**src/rtl/link_pkg.sv**
```systemverilog
// Shared definitions for the multi-board match link: FSM state codes and
// the winner code that designates the local board.
package link_pkg;

    typedef enum logic [2:0] {
        S_IDLE      = 3'd0,
        S_WAIT_CONN = 3'd1,
        S_LINKED    = 3'd2,
        S_PLAY      = 3'd3,
        S_DONE      = 3'd4
    } link_state_t;

    localparam logic [2:0] WINNER_LOCAL = 3'd0;

endpackage : link_pkg

```
**src/rtl/sync_bus.sv**
```systemverilog
// Multi-flop synchroniser for a bus of independent asynchronous level signals.
module sync_bus #(
    parameter int WIDTH  = 1,
    parameter int STAGES = 2
) (
    input  logic             clk,
    input  logic             rst_n,
    input  logic [WIDTH-1:0] din,
    output logic [WIDTH-1:0] dout
);

    logic [STAGES-1:0][WIDTH-1:0] sync_r;

    // shift chain: stage 0 samples the raw pins, last stage is the safe copy
    always_ff @(posedge clk or negedge rst_n) begin
        if (!rst_n) begin
            sync_r <= '0;
        end else begin
            sync_r <= {sync_r[STAGES-2:0], din};
        end
    end

    assign dout = sync_r[STAGES-1];

endmodule : sync_bus

```
**src/rtl/match_link_ctrl.sv**
```systemverilog
// Connect/start/finish handshake controller for a match between the local
// board and NUM_PEERS remote boards, with timeout and link-loss recovery.
module match_link_ctrl
    import link_pkg::*;
#(
    parameter int NUM_PEERS      = 1,
    parameter int SYNC_STAGES    = 2,
    parameter int TIMEOUT_CYCLES = 200000000
) (
    input  logic                 clk,
    input  logic                 rst_n,
    input  logic                 req_connect,
    input  logic                 req_start,
    input  logic                 req_return,
    input  logic                 local_finish,
    input  logic [NUM_PEERS-1:0] receive_connect,
    input  logic [NUM_PEERS-1:0] receive_start,
    input  logic [NUM_PEERS-1:0] receive_game_finish,
    output logic                 send_connect,
    output logic                 send_start,
    output logic                 send_game_finish,
    output logic [2:0]           state,
    output logic                 game_init,
    output logic                 is_slave,
    output logic [NUM_PEERS-1:0] peer_alive,
    output logic [2:0]           winner,
    output logic                 link_err
);

    localparam int TIMER_W = (TIMEOUT_CYCLES > 1) ? $clog2(TIMEOUT_CYCLES) : 1;
    localparam logic [TIMER_W-1:0] TIMER_LAST = TIMER_W'(TIMEOUT_CYCLES - 1);

    logic [NUM_PEERS-1:0] ps_conn_s;
    logic [NUM_PEERS-1:0] ps_start_s;
    logic [NUM_PEERS-1:0] ps_fin_s;

    link_state_t          state_r;
    logic [TIMER_W-1:0]   timer_r;
    logic                 send_connect_r;
    logic                 send_start_r;
    logic                 send_game_finish_r;
    logic                 game_init_r;
    logic                 is_slave_r;
    logic [2:0]           winner_r;
    logic                 link_err_r;

    sync_bus #(.WIDTH(NUM_PEERS), .STAGES(SYNC_STAGES)) u_sync_conn (
        .clk(clk), .rst_n(rst_n), .din(receive_connect), .dout(ps_conn_s)
    );
    sync_bus #(.WIDTH(NUM_PEERS), .STAGES(SYNC_STAGES)) u_sync_start (
        .clk(clk), .rst_n(rst_n), .din(receive_start), .dout(ps_start_s)
    );
    sync_bus #(.WIDTH(NUM_PEERS), .STAGES(SYNC_STAGES)) u_sync_fin (
        .clk(clk), .rst_n(rst_n), .din(receive_game_finish), .dout(ps_fin_s)
    );

    // Peer k reports as winner code k+1; the lowest index wins a tie among peers.
    function automatic logic [2:0] lowest_peer(input logic [NUM_PEERS-1:0] fin);
        logic [2:0] code;
        code = 3'd0;
        for (int i = NUM_PEERS - 1; i >= 0; i--) begin
            if (fin[i]) begin
                code = 3'(i + 1);
            end else begin
                code = code;
            end
        end
        return code;
    endfunction

    // link FSM with all outputs registered; pulses default low every cycle
    always_ff @(posedge clk or negedge rst_n) begin
        if (!rst_n) begin
            state_r            <= S_IDLE;
            timer_r            <= '0;
            send_connect_r     <= 1'b0;
            send_start_r       <= 1'b0;
            send_game_finish_r <= 1'b0;
            game_init_r        <= 1'b0;
            is_slave_r         <= 1'b0;
            winner_r           <= WINNER_LOCAL;
            link_err_r         <= 1'b0;
        end else begin
            game_init_r <= 1'b0;
            link_err_r  <= 1'b0;
            case (state_r)
                S_IDLE: begin
                    send_connect_r     <= 1'b0;
                    send_start_r       <= 1'b0;
                    send_game_finish_r <= 1'b0;
                    if (req_return) begin
                        state_r <= S_IDLE;
                    end else if (req_connect) begin
                        state_r        <= S_WAIT_CONN;
                        send_connect_r <= 1'b1;
                        // a peer already calling means it clicked first: it leads
                        is_slave_r     <= |ps_conn_s;
                        timer_r        <= '0;
                    end else begin
                        state_r <= S_IDLE;
                    end
                end
                S_WAIT_CONN: begin
                    if (req_return) begin
                        state_r        <= S_IDLE;
                        send_connect_r <= 1'b0;
                        timer_r        <= '0;
                    end else if (&ps_conn_s) begin
                        state_r <= S_LINKED;
                        timer_r <= '0;
                    end else if (timer_r == TIMER_LAST) begin
                        state_r        <= S_IDLE;
                        send_connect_r <= 1'b0;
                        link_err_r     <= 1'b1;
                        timer_r        <= '0;
                    end else if (timer_r != '1) begin
                        timer_r <= timer_r + TIMER_W'(1);
                    end else begin
                        timer_r <= timer_r;
                    end
                end
                S_LINKED, S_PLAY, S_DONE: begin
                    if (req_return) begin
                        state_r            <= S_LINKED;
                        send_start_r       <= 1'b0;
                        send_game_finish_r <= 1'b0;
                    end else if (!(&ps_conn_s)) begin
                        state_r            <= S_IDLE;
                        send_connect_r     <= 1'b0;
                        send_start_r       <= 1'b0;
                        send_game_finish_r <= 1'b0;
                        link_err_r         <= 1'b1;
                    end else if (state_r == S_LINKED) begin
                        if ((!is_slave_r && req_start) || (is_slave_r && (|ps_start_s))) begin
                            state_r      <= S_PLAY;
                            send_start_r <= 1'b1;
                            game_init_r  <= 1'b1;
                            winner_r     <= WINNER_LOCAL;
                        end else begin
                            state_r <= S_LINKED;
                        end
                    end else if (state_r == S_PLAY) begin
                        // simultaneous finish: both sides defer to the master's board
                        if (local_finish && (!is_slave_r || !(|ps_fin_s))) begin
                            state_r            <= S_DONE;
                            winner_r           <= WINNER_LOCAL;
                            send_game_finish_r <= 1'b1;
                        end else if (|ps_fin_s) begin
                            state_r            <= S_DONE;
                            winner_r           <= lowest_peer(ps_fin_s);
                            send_game_finish_r <= 1'b1;
                        end else begin
                            state_r <= S_PLAY;
                        end
                    end else begin
                        state_r <= S_DONE;
                    end
                end
                default: begin
                    state_r            <= S_IDLE;
                    timer_r            <= '0;
                    send_connect_r     <= 1'b0;
                    send_start_r       <= 1'b0;
                    send_game_finish_r <= 1'b0;
                end
            endcase
        end
    end

    assign state            = state_r;
    assign send_connect     = send_connect_r;
    assign send_start       = send_start_r;
    assign send_game_finish = send_game_finish_r;
    assign game_init        = game_init_r;
    assign is_slave         = is_slave_r;
    assign winner           = winner_r;
    assign link_err         = link_err_r;
    assign peer_alive       = ps_conn_s;

endmodule : match_link_ctrl

```
**config.mk**
```make
export PLATFORM = sky130hd
export DESIGN_NAME = match_link_ctrl
export DESIGN_NICKNAME = d
export VERILOG_FILES = /design/src/rtl/link_pkg.sv /design/src/rtl/sync_bus.sv /design/src/rtl/match_link_ctrl.sv
export SDC_FILE = /design/constraint.sdc
export NUM_CORES = 1
export LEC_CHECK = 0
export ABC_AREA = 1
export CORE_MARGIN = 2
export CORE_UTILIZATION = 25
export DETAILED_ROUTE_END_ITERATION = 10
export PLACE_DENSITY_LB_ADDON = 0.2
export SYNTH_ARGS = -nofsm -noshare
export SYNTH_HDL_FRONTEND = slang
export SYNTH_HIERARCHICAL = 1
export SYNTH_SLANG_ARGS = --single-unit
```
**constraint.sdc**
```tcl
create_clock -name clk -period 1.8 [get_ports clk]
set_clock_uncertainty 0.1 [all_clocks]
set_input_delay 0.27 -clock clk [delete_from_list [all_inputs] [get_ports clk]]
set_output_delay 0.27 -clock clk [all_outputs]
set_load 0.005 [all_outputs]
```
# After elaboration in Yosys (flattened, before gate mapping)
# Index checks and enable logic that the tools add are counted.
# classes
n_addsub	1
n_mul	0
div	0
order_cmp	0
n_eq_ne	20
shift	0
mux	56
bitwise_logic	3
reduce_logical	17
# ops
op	n
$mux W28	6
$pmux W28 S3	1
$mux W3	14
$mux W1	30
$add A28 B1 Y28 const B	1
$eq A28 B28 Y1 const B	1
$ne A28 B28 Y1 const B	1
$ne A4 B4 Y1 const B	4
$reduce_and A4 Y1	3
$ne A5 B4 Y1 const B	2
$pmux W3 S3	1
$ne A2 B2 Y1 const B	4
$eq A3 B2 Y1 const B	2
$ne A3 B3 Y1 const B	2
$pmux W1 S2	3
$reduce_and A3 Y1	2
$reduce_and A6 Y1	1
$ne A4 B3 Y1 const B	1
$eq A3 B1 Y1 const B	1
$eq A3 B3 Y1 const B	1
$logic_and A1 B1 Y1	3
$logic_not A3 Y1	1
$not A1 Y1	3
$pmux W1 S3	1
6 further kinds	8
# totals
register_bits	46
latch_bits	0
ramBits	0
mem_bits_ro	0
in_bits	9
out_inout_bits	13
n_memories	0

# Depth between registers and ports, before layout
# Gate-level depths: netlist of run 1.
# logic_depth
depth_word	9
mapped_depth	11

# Cells and area by module
# Netlist of run 1, hierarchy kept.
# by_module_without_submodules
module	instances	cells_each	area_per_inst_um2	seq_area_each_um2
match_link_ctrl	1	373	2580.0	950.9
sync_bus	3	2	50.0	50.0

# Worst setup path after synthesis of run 1
# No wires, ideal clock.
# synth_path
path_kind	reg2reg
start	reg timer_r[0]
end	reg timer_r[17]
setup_time_ns	0.118
arrival_time_ns	1.428
required_time_ns	1.582
slack_ns	0.155
stages_incl_launch_ff	12
path_buffers	1
path_cell_list	dfrtp_1 -> ha_1 -> nand3_1 -> inv_2 -> nand2_4 -> nor2_4 -> nand4_2 -> nand3_4 -> buf_6 -> nand2_1 -> clkinv_1 -> nor2_2
# synth_between
elab_chain_len	6
elab_cells_between_ends	10
# synth_lines
element	line_no	rtl
start, declared	match_link_ctrl.sv:38	logic [TIMER_W-1:0] timer_r;
start signal, assigned	match_link_ctrl.sv:117	timer_r <= timer_r + TIMER_W'(1);
start signal, assigned	match_link_ctrl.sv:119	timer_r <= timer_r;
$add A28 B1 Y28	match_link_ctrl.sv:117	
$mux W28	match_link_ctrl.sv:116	end else if (timer_r != '1) begin
$mux W28	match_link_ctrl.sv:111	end else if (timer_r == TIMER_LAST) begin
$mux W28	match_link_ctrl.sv:108	end else if (&ps_conn_s) begin
$mux W28	match_link_ctrl.sv:104	if (req_return) begin
$pmux W28 S3	match_link_ctrl.sv:86	case (state_r)
# Several ways; a longest one is shown, not always the timed one. The select of a mux whose other input is x is not followed.
# A chain may end at the register's enable or synchronous reset.

# Worst setup path in the final report of run 1
# layout_path
start	reg timer_r[1]
end	reg timer_r[12]
# The elaborated chain is that of the path after synthesis.

==> flow_metrics.py, run 1 <==
metrics = {
    "floorplanning": {
        "rows": 38,
        "fp.dieH_um": 108.5,
        "pin_count": 22,
        "floorplan.core_area_um2": 10750,
        "die_w_um": 108.5,
        "initial_core_util_pct": 25.41,
        "fp.dieArea_um2": 11770,
    },
    "sta": {
        "setup_viol": 0,
        "hold_viol": 0,
        "layout_worst_path_cycle_share_pct": 96.20,
        "post-route-min-period_ns": 1.732,
        "slew_viol_final": 0,
        "rsz0062_at_grt": "true",
        "max_freq_ghz": 0.5775,
    },
    "worst_setup_path": {
        "path_class": "reg -> reg",
        "worstPathArrival_ns": 1.86,
        "critPathRequiredTime_ns": 1.92,
        "crit_path_start_kind": "flop",
        "rr_startpoint": "timer_r[1]$_DFFE_PN0P_",
        "crit_path_end_kind": "flop",
        "worstSetupStartpoint": "timer_r[1]$_DFFE_PN0P_",
        "cp_max_fo": 12,
    },
    "grt": {
        "grt_pass1_vias": 2449,
        "grt_pass1_wl_mm": 11.74,
        "grt_antenna_before_repair": 0,
        "grt_util_all_layers_pct": 12.65,
        "grt_max_degree": 45,
        "globalRouteOverflowTotal": 0,
    },
    "clock_tree": {
        "cts_tree": "yes",
        "cts.htree.levels": 2,
        "clk_latency_ns": 0.31,
        "cts-root-buf": "clkbuf_8",
        "clock_sinks": 44,
        "clkTransAtPathRegs_ns": 0.10,
        "cts_made_buffers": 5,
        "clockBufferDepth": 2,
    },
    "logic_synthesis": {
        "yosys_warnings": 6,
        "netlist_instances": 379,
        "synth-seq-area-share_pct": 40.33,
        "synth_cell_types": 32,
        "syn-cell-area_um2": 2730,
        "syn_avg_cell_area_um2": 7.203,
        "ys_seq_elements": 44,
    },
    "flow_run": {
        "max-cap-violations": 0,
    },
    "min_path": {
        "hp-start": "u_sync_start/sync_r[0]$_DFF_PN0_",
        "hold_class": "reg -> reg",
    },
    "layout": {
        "nets": 442,
        "stdcell_count": 573,
        "mostFrequentLayoutCell": "nand2_1",
        "design_area_um2": 3562,
        "post_route_cells_drive_above_1_share_pct": 23.09,
        "syn2layout_area_growth_pct": 30.48,
        "final_cell_mix": "nand2_1, nor2_1, inv_1, dfrtp_1",
        "antenna_cells": 0,
    },
    "placed_design": {
        "dp_cells": 554,
        "gp_congestion": 0.8420,
        "hpwl_mm": 5.341,
        "port-buffer-count": 19,
        "dpl_cell_area_um2": 3209,
    },
    "detailed_routing": {
        "finalWirelength_mm": 7.277,
        "ant_nets": 0,
        "num_vias": 2523,
        "avgViaCountPerCell": 4.403,
        "post_drt_wl_per_cell_um": 12.70,
        "firstDrtPassIters": 4,
        "drt_iter0_markers": 135,
        "drc": 0,
    },
    "power": {
        "power_density_nw_per_um2": 886.6,
        "p_leak_nw": 1.542,
        "vdd_drop_max_mv": 0.3725,
    },
    "outcome": {
        "status": "complete, no violations",
    },
}
[Yosys cell counts]
cell / number / area [um2]
o221ai_1: 1 / 8.760
nor2_2: 8 / 50.05
nand3_2: 1 / 10.01
nor2_1: 41 / 153.9
o211ai_1: 1 / 7.510
o21ai_0: 8 / 40.04
inv_2: 7 / 26.28
a31oi_1: 1 / 6.260
ha_1: 1 / 12.51
nand4_1: 8 / 50.05
xor2_1: 4 / 35.03
a31o_2: 1 / 8.760
inv_1: 35 / 131.4
or2_2: 2 / 12.51
dfrtp_1: 44 / 1101
o2bb2ai_1: 1 / 8.760
buf_6: 6 / 67.56
nand4_2: 1 / 12.51
nand2_2: 3 / 18.77
xnor2_1: 2 / 17.52
clkinv_1: 1 / 3.750
nor3_1: 6 / 30.03
buf_4: 2 / 15.01
nand2_1: 123 / 461.7
nand3_1: 27 / 135.1
nor2_4: 8 / 90.09
a21oi_1: 9 / 45.04
nand3_4: 1 / 17.52
conb_1: 1 / 3.750
o21bai_1: 2 / 15.01
o21ai_1: 20 / 100.1
nand2_4: 3 / 33.78
[path summary, 6_finish.rpt]
| path | to | slack (ns) | cells after the start |
|---|---|---|---|
| min reg2reg | u_sync_start/dout$_DFF_PN0_ | 0.26 | 0 |
| max | timer_r[12]$_DFFE_PN0P_ | 0.07 | 10 |
| min in group asynchronous | state[2]$_DFFE_PN0P_ | 0.37 | 3 |
| max in group asynchronous | timer_r[12]$_DFFE_PN0P_ | 0.99 | 3 |
| min | u_sync_start/dout$_DFF_PN0_ | 0.26 | 0 |
| max reg2reg | timer_r[12]$_DFFE_PN0P_ | 0.07 | 10 |
[state kept, by name (all words and copies together), names as in the netlist]
| register | count |
|---|---|
| u_sync_conn/sync_r | 1 |
| u_sync_conn/dout | 1 |
| send_connect | 1 |
| u_sync_start/dout | 1 |
| send_start | 1 |
| state | 3 |
| is_slave | 1 |
| u_sync_start/sync_r | 1 |
| timer_r | 28 |
| send_game_finish | 1 |
| winner | 1 |
| game_init | 1 |
| u_sync_fin/sync_r | 1 |
| link_err | 1 |
| u_sync_fin/dout | 1 |
[metrics by stage]
step	power (W)	hold slack, ns	utilization (%)	setup TNS, ns	setup slack [ns]
3_5_place_dp	0.002105	0.1723	29.87	-0.2305	-0.06369
2_1_floorplan	0.001792	-0.1256	-	0	0.1545
4_1_cts	0.002917	0.2587	31.06	0	0.006550
5_1_grt	0.003352	0.2647	33.15	-0.08678	-0.01839
3_3_place_gp	0.002108	0.1787	29.87	-0.02089	-0.02030
6_report	0.003158	0.2565	33.15	0	0.06840
[per-layer routing]
layer  up-vias  part of all wire, %  global-route usage, %
met1      1165                   49                  17.23
met2        37                   46                  20.89
met5         -                    0                      0
met3         9                  3.1                  2.291
met4         0                  1.1                  2.747
li1       1312                    -                      -
[what timing repair did]
item / CTS / global route
hold buffers: 1 / 0
pin swaps: 0 / 7
cloned: 0 / 2
gates resized for setup: 1 / 37
hold endpoints to repair: 44 / 0
setup endpoints to repair: 1 / 30
setup buffers: 0 / 8
[final cells by class]
class | instances | area (um2)
fill | 1197 | 7183
clock inverter | 3 | 46.29
inverter | 43 | 166.4
clock buffer | 5 | 68.82
timing repair buffer | 53 | 526.8
tap | 140 | 175.2
multi-input combinational | 285 | 1465
sequential | 44 | 1114
[worst max-delay path, cell delays in order (launching register included)]
cell and delay (ns):
dfrtp_1 0.37, ha_2 0.20, nand3_2 0.09, inv_2 0.12
nand2_4 0.09, nor2_4 0.10, nand4_2 0.10, nand3_4 0.16
clkbuf_16 0.20, nand2_1 0.05, o21ai_1 0.07
[report_power, final]
group | switching [W] | total, W | internal, W
combinational | 0.000654 | 0.00122 | 0.000571
clock | 0.000378 | 0.000797 | 0.000419
sequential | 0.0000681 | 0.00114 | 0.00107
[cell families after synthesis]
family / count (synthesis) / share of synthesized area, %
fa+ha+maj: 1 / 0.4582
compound gates: 44 / 8.800
simple gates: 232 / 39.41
buf+inv: 51 / 8.937
flops: 44 / 40.33
other cells: 1 / 0.1374
xor+xnor: 6 / 1.925
Power figures use the tool's default switching activity.
==> run 2, diff against run 1 <==
--- a/config.mk
+++ b/config.mk
@@ -7,10 +7,12 @@
 export LEC_CHECK = 0
 export ABC_AREA = 1
 export CORE_MARGIN = 2
-export CORE_UTILIZATION = 25
+export CORE_UTILIZATION = 27
 export DETAILED_ROUTE_END_ITERATION = 10
 export PLACE_DENSITY_LB_ADDON = 0.2
+export RECOVER_POWER = 100
 export SYNTH_ARGS = -nofsm -noshare
 export SYNTH_HDL_FRONTEND = slang
 export SYNTH_HIERARCHICAL = 1
 export SYNTH_SLANG_ARGS = --single-unit
+export TNS_END_PERCENT = 100
==> run 2 against run 1 <==
- wire length is 5.5% lower
- first-iteration DRC count is 29% lower
- combinational power is 16% lower
- clock power is 18% lower
- flip-flop and latch count stayed put
- via count is 2.7% lower
==> flow_metrics.py, run 2 (synthesized netlist as in run 1, its figures left out) <==
metrics = {
    "power": {
        "p_leak_nw": 1.467,
        "power_density_nw_per_um2": 832.1,
        "vdd_drop_max_mv": 0.3566,
    },
    "worst_setup_path": {
        "cp_max_fo": 5,
        "critPathRequiredTime_ns": 1.89,
        "cpMaxStageDelayCell": "dfrtp_1",
        "crit_path_start_kind": "flop",
        "rr_worst_depth": 11,
        "cpPeakStageDelay_ns": 0.42,
        "worstPathArrival_ns": 1.81,
        "crit_path_end_kind": "flop",
        "path_class": "reg -> reg",
        "crit_chain": "ha_4 > nand3_2 > inv_2 > nand2_4 > nor2_4 > nand2_4 > buf_4 > nand3_1 > nor2_2 > nand2_1 > nand2_1",
    },
    "clock_tree": {
        "cts_made_buffers": 5,
        "clockBufferDepth": 2,
        "cts.htree.levels": 2,
        "cts_tree": "yes",
        "cts-root-buf": "clkbuf_8",
        "clkTransAtPathRegs_ns": 0.10,
        "clock_sinks": 44,
        "clk_latency_ns": 0.30,
    },
    "sta": {
        "post-route-min-period_ns": 1.716,
        "layout_worst_path_cycle_share_pct": 95.32,
        "slew_viol_final": 0,
        "max_freq_ghz": 0.5828,
        "setup_viol": 0,
        "slew-limit-headroom_pct": 54.33,
        "worst_pin_slew_ns": 0.6851,
        "hold_viol": 0,
    },
    "grt": {
        "grt_antenna_before_repair": 0,
        "grt_util_all_layers_pct": 13.26,
        "globalRouteOverflowTotal": 0,
        "grt_max_degree": 25,
        "grt_pass1_wl_mm": 11.65,
        "grt_pass1_vias": 2358,
    },
    "flow_run": {
        "max-cap-violations": 0,
    },
    "detailed_routing": {
        "avgViaCountPerCell": 4.390,
        "ant_nets": 0,
        "num_vias": 2454,
        "drt_iter0_markers": 96,
        "post_drt_wl_per_cell_um": 12.30,
        "finalWirelength_mm": 6.874,
        "drc": 0,
        "firstDrtPassIters": 4,
    },
    "layout": {
        "largest_reg_flops": 28,
        "nFillCells": 1082,
        "post_route_cells_drive_above_1_share_pct": 20.19,
        "design_area_um2": 3407,
        "regArea_um2": 1110,
        "final_cell_mix": "nand2_1, nor2_1, dfrtp_1",
        "nets": 435,
        "top_register": "timer_r",
        "syn2layout_area_growth_pct": 24.79,
        "mostFrequentLayoutCell": "nand2_1",
        "fin_util_pct": 34.86,
        "antenna_cells": 0,
        "multi_input_area_um2": 1438,
    },
    "placed_design": {
        "hpwl_mm": 5.419,
        "port-buffer-count": 19,
        "gp_congestion": 0.8077,
        "dpl_cell_area_um2": 3226,
    },
    "floorplanning": {
        "rows": 36,
        "fp.dieH_um": 104.6,
        "pin_count": 22,
        "die_w_um": 104.6,
        "fp.dieArea_um2": 10930,
        "floorplan.core_area_um2": 9774,
        "initial_core_util_pct": 27.93,
    },
    "outcome": {
        "status": "complete, no violations",
    },
    "min_path": {
        "hold_class": "reg -> reg",
        "whs_path_depth": 0,
    },
}
[run 2: cell types whose count changed in the layout (fill, tap and decap cells not counted), moves of 2 or more]
cell             previous run  this run
dfrtp_1                    34        37
buf_6                       3         0
buf_4                      25        21
clkbuf_16                   2         0
inv_6                       2         0
dfrtp_2                    10         7
clkdlybuf4s50_1            18        13
dlygate4sd3_1               1         6
nor2_2                      7        10
nor2_4                     13         9
[run 2: what timing repair did]
| item | 4_1_cts | 5_1_grt |
|---|---|---|
| hold buffers | 1 | 0 |
| pin swaps | 0 | 4 |
| endpoints found under the hold margin | 23 | 0 |
| buffers inserted | 0 | 3 |
| endpoints found under the setup margin | 3 | 30 |
| resized for setup | 1 | 21 |
[run 2: final timing paths]
path | from | slack [ns] | to
worst min-delay path | u_sync_start/sync_r[0]$_DFF_PN0_ | 0.26 | u_sync_start/dout$_DFF_PN0_
min in group asynchronous | rst_n | 0.42 | timer_r[21]$_DFFE_PN0P_
max in group asynchronous | rst_n | 0.61 | u_sync_conn/dout$_DFF_PN0_
worst min register to register | u_sync_start/sync_r[0]$_DFF_PN0_ | 0.26 | u_sync_start/dout$_DFF_PN0_
worst max-delay path | timer_r[1]$_DFFE_PN0P_ | 0.08 | timer_r[25]$_DFFE_PN0P_
worst max register to register | timer_r[1]$_DFFE_PN0P_ | 0.08 | timer_r[25]$_DFFE_PN0P_
[run 2: worst max-delay path: cells and delay by family (launching register included)]
| kind | cells | cell delay, ns |
|---|---|---|
| AND/OR/NAND/NOR | 8 | 0.65 |
| flip-flops | 1 | 0.42 |
| buffers and inverters | 2 | 0.28 |
| adder cells (fa/ha/maj) | 1 | 0.17 |
[run 2: where the power goes]
part | switching [W] | internal (W)
sequential | 0.0000790 | 0.00107
combinational | 0.000572 | 0.000461
clock | 0.000377 | 0.000276
total | 0.00103 | 0.00181
[run 2: area by class of cell]
class | count | share of cell area (%)
multi-input combinational | 285 | 42.20
clock buffer | 5 | 2.020
timing repair buffer | 46 | 12.82
inverter | 43 | 4.811
tap | 133 | 4.884
clock inverter | 3 | 0.6978
sequential | 44 | 32.57
[run 2: routing by layer]
metal / routed length [um] / vias to the layer above / track usage [%]
met1: 3499 / 1138 / 18.71
met3: 123 / 7 / 2.183
met2: 3175 / 19 / 21.01
met5: 0 / - / 0
li1: - / 1290 / -
met4: 76 / 0 / 3.475
[run 2: metrics by stage]
stage          instances  total power, W  hold WS (ns)  setup TNS, ns  worst slack (ns)
3_5_place_dp         547        0.002210        0.2236       -0.08768          -0.03465
5_1_grt              559        0.003030        0.2660       -0.09623          -0.02087
3_3_place_gp         547        0.002211        0.2249              0           0.01626
6_report             559        0.002835        0.2554              0           0.08421
4_1_cts              556        0.002879        0.2580              0           0.01480
2_1_floorplan        380        0.001792       -0.1256              0            0.1545
==> run 3, diff against run 2 <==
--- a/config.mk
+++ b/config.mk
@@ -6,11 +6,12 @@
 export NUM_CORES = 1
 export LEC_CHECK = 0
 export ABC_AREA = 1
+export CAP_MARGIN = 10
 export CORE_MARGIN = 2
 export CORE_UTILIZATION = 27
 export DETAILED_ROUTE_END_ITERATION = 10
 export PLACE_DENSITY_LB_ADDON = 0.2
-export RECOVER_POWER = 100
+export RECOVER_POWER = 50
 export SYNTH_ARGS = -nofsm -noshare
 export SYNTH_HDL_FRONTEND = slang
 export SYNTH_HIERARCHICAL = 1
==> run 3 against run 2 <==
- design area rose by 0.11%
- critical path depth unchanged
- flip-flop and latch count is the same
- via count hardly changed
- non-clock buffer count is the same
==> flow_metrics.py, run 3 (synthesized netlist as in run 1, its figures left out) <==
metrics = {
    "sta": {
        "slew-limit-headroom_pct": 54.39,
        "worst_pin_slew_ns": 0.6841,
        "hold_viol": 0,
        "max_freq_ghz": 0.5823,
        "slew_viol_final": 0,
        "fin_tns_setup_ns": 0,
        "setup_viol": 0,
        "post-route-min-period_ns": 1.717,
        "layout_worst_path_cycle_share_pct": 95.41,
    },
    "worst_setup_path": {
        "crit_path_start_kind": "flop",
        "rr_worst_depth": 11,
        "worstPathArrival_ns": 1.81,
        "crit_path_end_kind": "flop",
        "cp_max_fo": 5,
        "path_class": "reg -> reg",
        "critPathRequiredTime_ns": 1.89,
    },
    "layout": {
        "nets": 435,
        "antenna_cells": 0,
        "regArea_um2": 1110,
        "top_register": "timer_r",
        "multi_input_area_um2": 1438,
        "syn2layout_area_growth_pct": 24.93,
        "nFillCells": 1083,
        "final_cell_mix": "nand2_1, nor2_1, dfrtp_1",
        "largest_reg_flops": 28,
        "post_route_cells_drive_above_1_share_pct": 20.66,
        "mostFrequentLayoutCell": "nand2_1",
        "design_area_um2": 3411,
    },
    "clock_tree": {
        "clk_latency_ns": 0.30,
        "cts_tree": "yes",
        "clockBufferDepth": 2,
        "cts-root-buf": "clkbuf_8",
        "clock_sinks": 44,
        "clkTransAtPathRegs_ns": 0.10,
        "cts.htree.levels": 2,
        "cts_made_buffers": 5,
    },
    "grt": {
        "grt_pass1_vias": 2358,
        "grt_max_degree": 25,
        "grt_pass1_wl_mm": 11.65,
        "globalRouteOverflowTotal": 0,
        "grt_antenna_before_repair": 0,
        "grt_util_all_layers_pct": 13.26,
    },
    "power": {
        "vdd_drop_max_mv": 0.3566,
        "p_seq_share_pct": 40.4,
        "switching_share_pct": 36.25,
        "p_switching_w": 0.001030,
        "p_leak_nw": 1.464,
        "power_density_nw_per_um2": 833.3,
        "pwr-share-clk_pct": 23.0,
        "p_int_w": 0.001812,
        "combPwrFrac_pct": 36.6,
    },
    "min_path": {
        "whs_path_depth": 0,
        "hold_class": "reg -> reg",
    },
    "floorplanning": {
        "fp.dieH_um": 104.6,
        "die_w_um": 104.6,
        "initial_core_util_pct": 27.93,
        "fp.dieArea_um2": 10930,
        "rows": 36,
        "pin_count": 22,
        "floorplan.core_area_um2": 9774,
    },
    "placed_design": {
        "port-buffer-count": 19,
        "dpl_cell_area_um2": 3226,
        "gp_congestion": 0.8077,
        "hpwl_mm": 5.419,
    },
    "detailed_routing": {
        "num_vias": 2456,
        "avgViaCountPerCell": 4.394,
        "firstDrtPassIters": 4,
        "drt_iter0_markers": 97,
        "ant_nets": 0,
        "drc": 0,
        "finalWirelength_mm": 6.870,
        "post_drt_wl_per_cell_um": 12.29,
    },
    "flow_run": {
        "max-cap-violations": 0,
    },
    "outcome": {
        "status": "complete, no violations",
    },
}
## run 3: area by class of cell
| cell class | instances | area share (%) |
|---|---|---|
| multi-input combinational | 285 | 42.15 |
| clock inverter | 3 | 0.6970 |
| tap | 133 | 4.879 |
| inverter | 43 | 4.806 |
| clock buffer | 5 | 2.018 |
| timing repair buffer | 46 | 12.91 |
| sequential | 44 | 32.54 |
## run 3: metrics by stage
stage	std cells	hold WS [ns]	power (W)	setup slack [ns]	util (%)
2_1_floorplan	380	-0.1256	0.001792	0.1545	-
3_3_place_gp	547	0.2249	0.002211	0.01626	33.00
3_5_place_dp	547	0.2236	0.002210	-0.03465	33.00
4_1_cts	556	0.2580	0.002879	0.01480	34.08
5_1_grt	559	0.2660	0.003037	-0.02087	34.89
6_report	559	0.2554	0.002842	0.08263	34.89
## run 3: power groups by stage
stage,Sequential (W),Combinational (W),Clock [W]
after detailed placement,0.00117,0.00104,0
final,0.00115,0.00104,0.000653
after global routing,0.00117,0.00115,0.000717
after floorplan,0.00115,0.000637,0
after CTS,0.00115,0.00105,0.000680
after global placement,0.00117,0.00104,0
## run 3: path summary, 6_finish.rpt
kind	startpoint	endpoint	slack, ns
min in group asynchronous	rst_n	timer_r[21]$_DFFE_PN0P_	0.42
hold reg to reg	u_sync_start/sync_r[0]$_DFF_PN0_	u_sync_start/dout$_DFF_PN0_	0.26
hold / removal	u_sync_start/sync_r[0]$_DFF_PN0_	u_sync_start/dout$_DFF_PN0_	0.26
setup reg to reg	timer_r[1]$_DFFE_PN0P_	timer_r[25]$_DFFE_PN0P_	0.08
setup / recovery	timer_r[1]$_DFFE_PN0P_	timer_r[25]$_DFFE_PN0P_	0.08
max in group asynchronous	rst_n	u_sync_conn/dout$_DFF_PN0_	0.61
## run 3: metal layers
layer	vias up	routed length [um]	track usage (%)	share of wire, %
li1	1291	-	-	-
met1	1137	3496	18.71	51
met2	21	3168	21.01	46
met3	7	129	2.183	1.9
met4	0	76	3.475	1.1
met5	-	0	0	0
## run 3: worst max-delay path, cell delays in order (launching register included)
cell     delay (ns)
dfrtp_1        0.42
ha_4           0.17
nand3_2        0.09
inv_2          0.12
nand2_4        0.09
nor2_4         0.12
nand2_4        0.07
buf_4          0.16
nand3_1        0.11
nor2_2         0.05
nand2_1        0.07
nand2_1        0.05
## run 3: repair_timing
action / 4_1_cts / 5_1_grt
setup buffers: 0 / 3
endpoints found under the hold margin: 23 / 0
hold buffers: 1 / 0
pin swaps: 0 / 4
resized for setup: 1 / 21
setup endpoints to repair: 3 / 30
cloned: 0 / 0
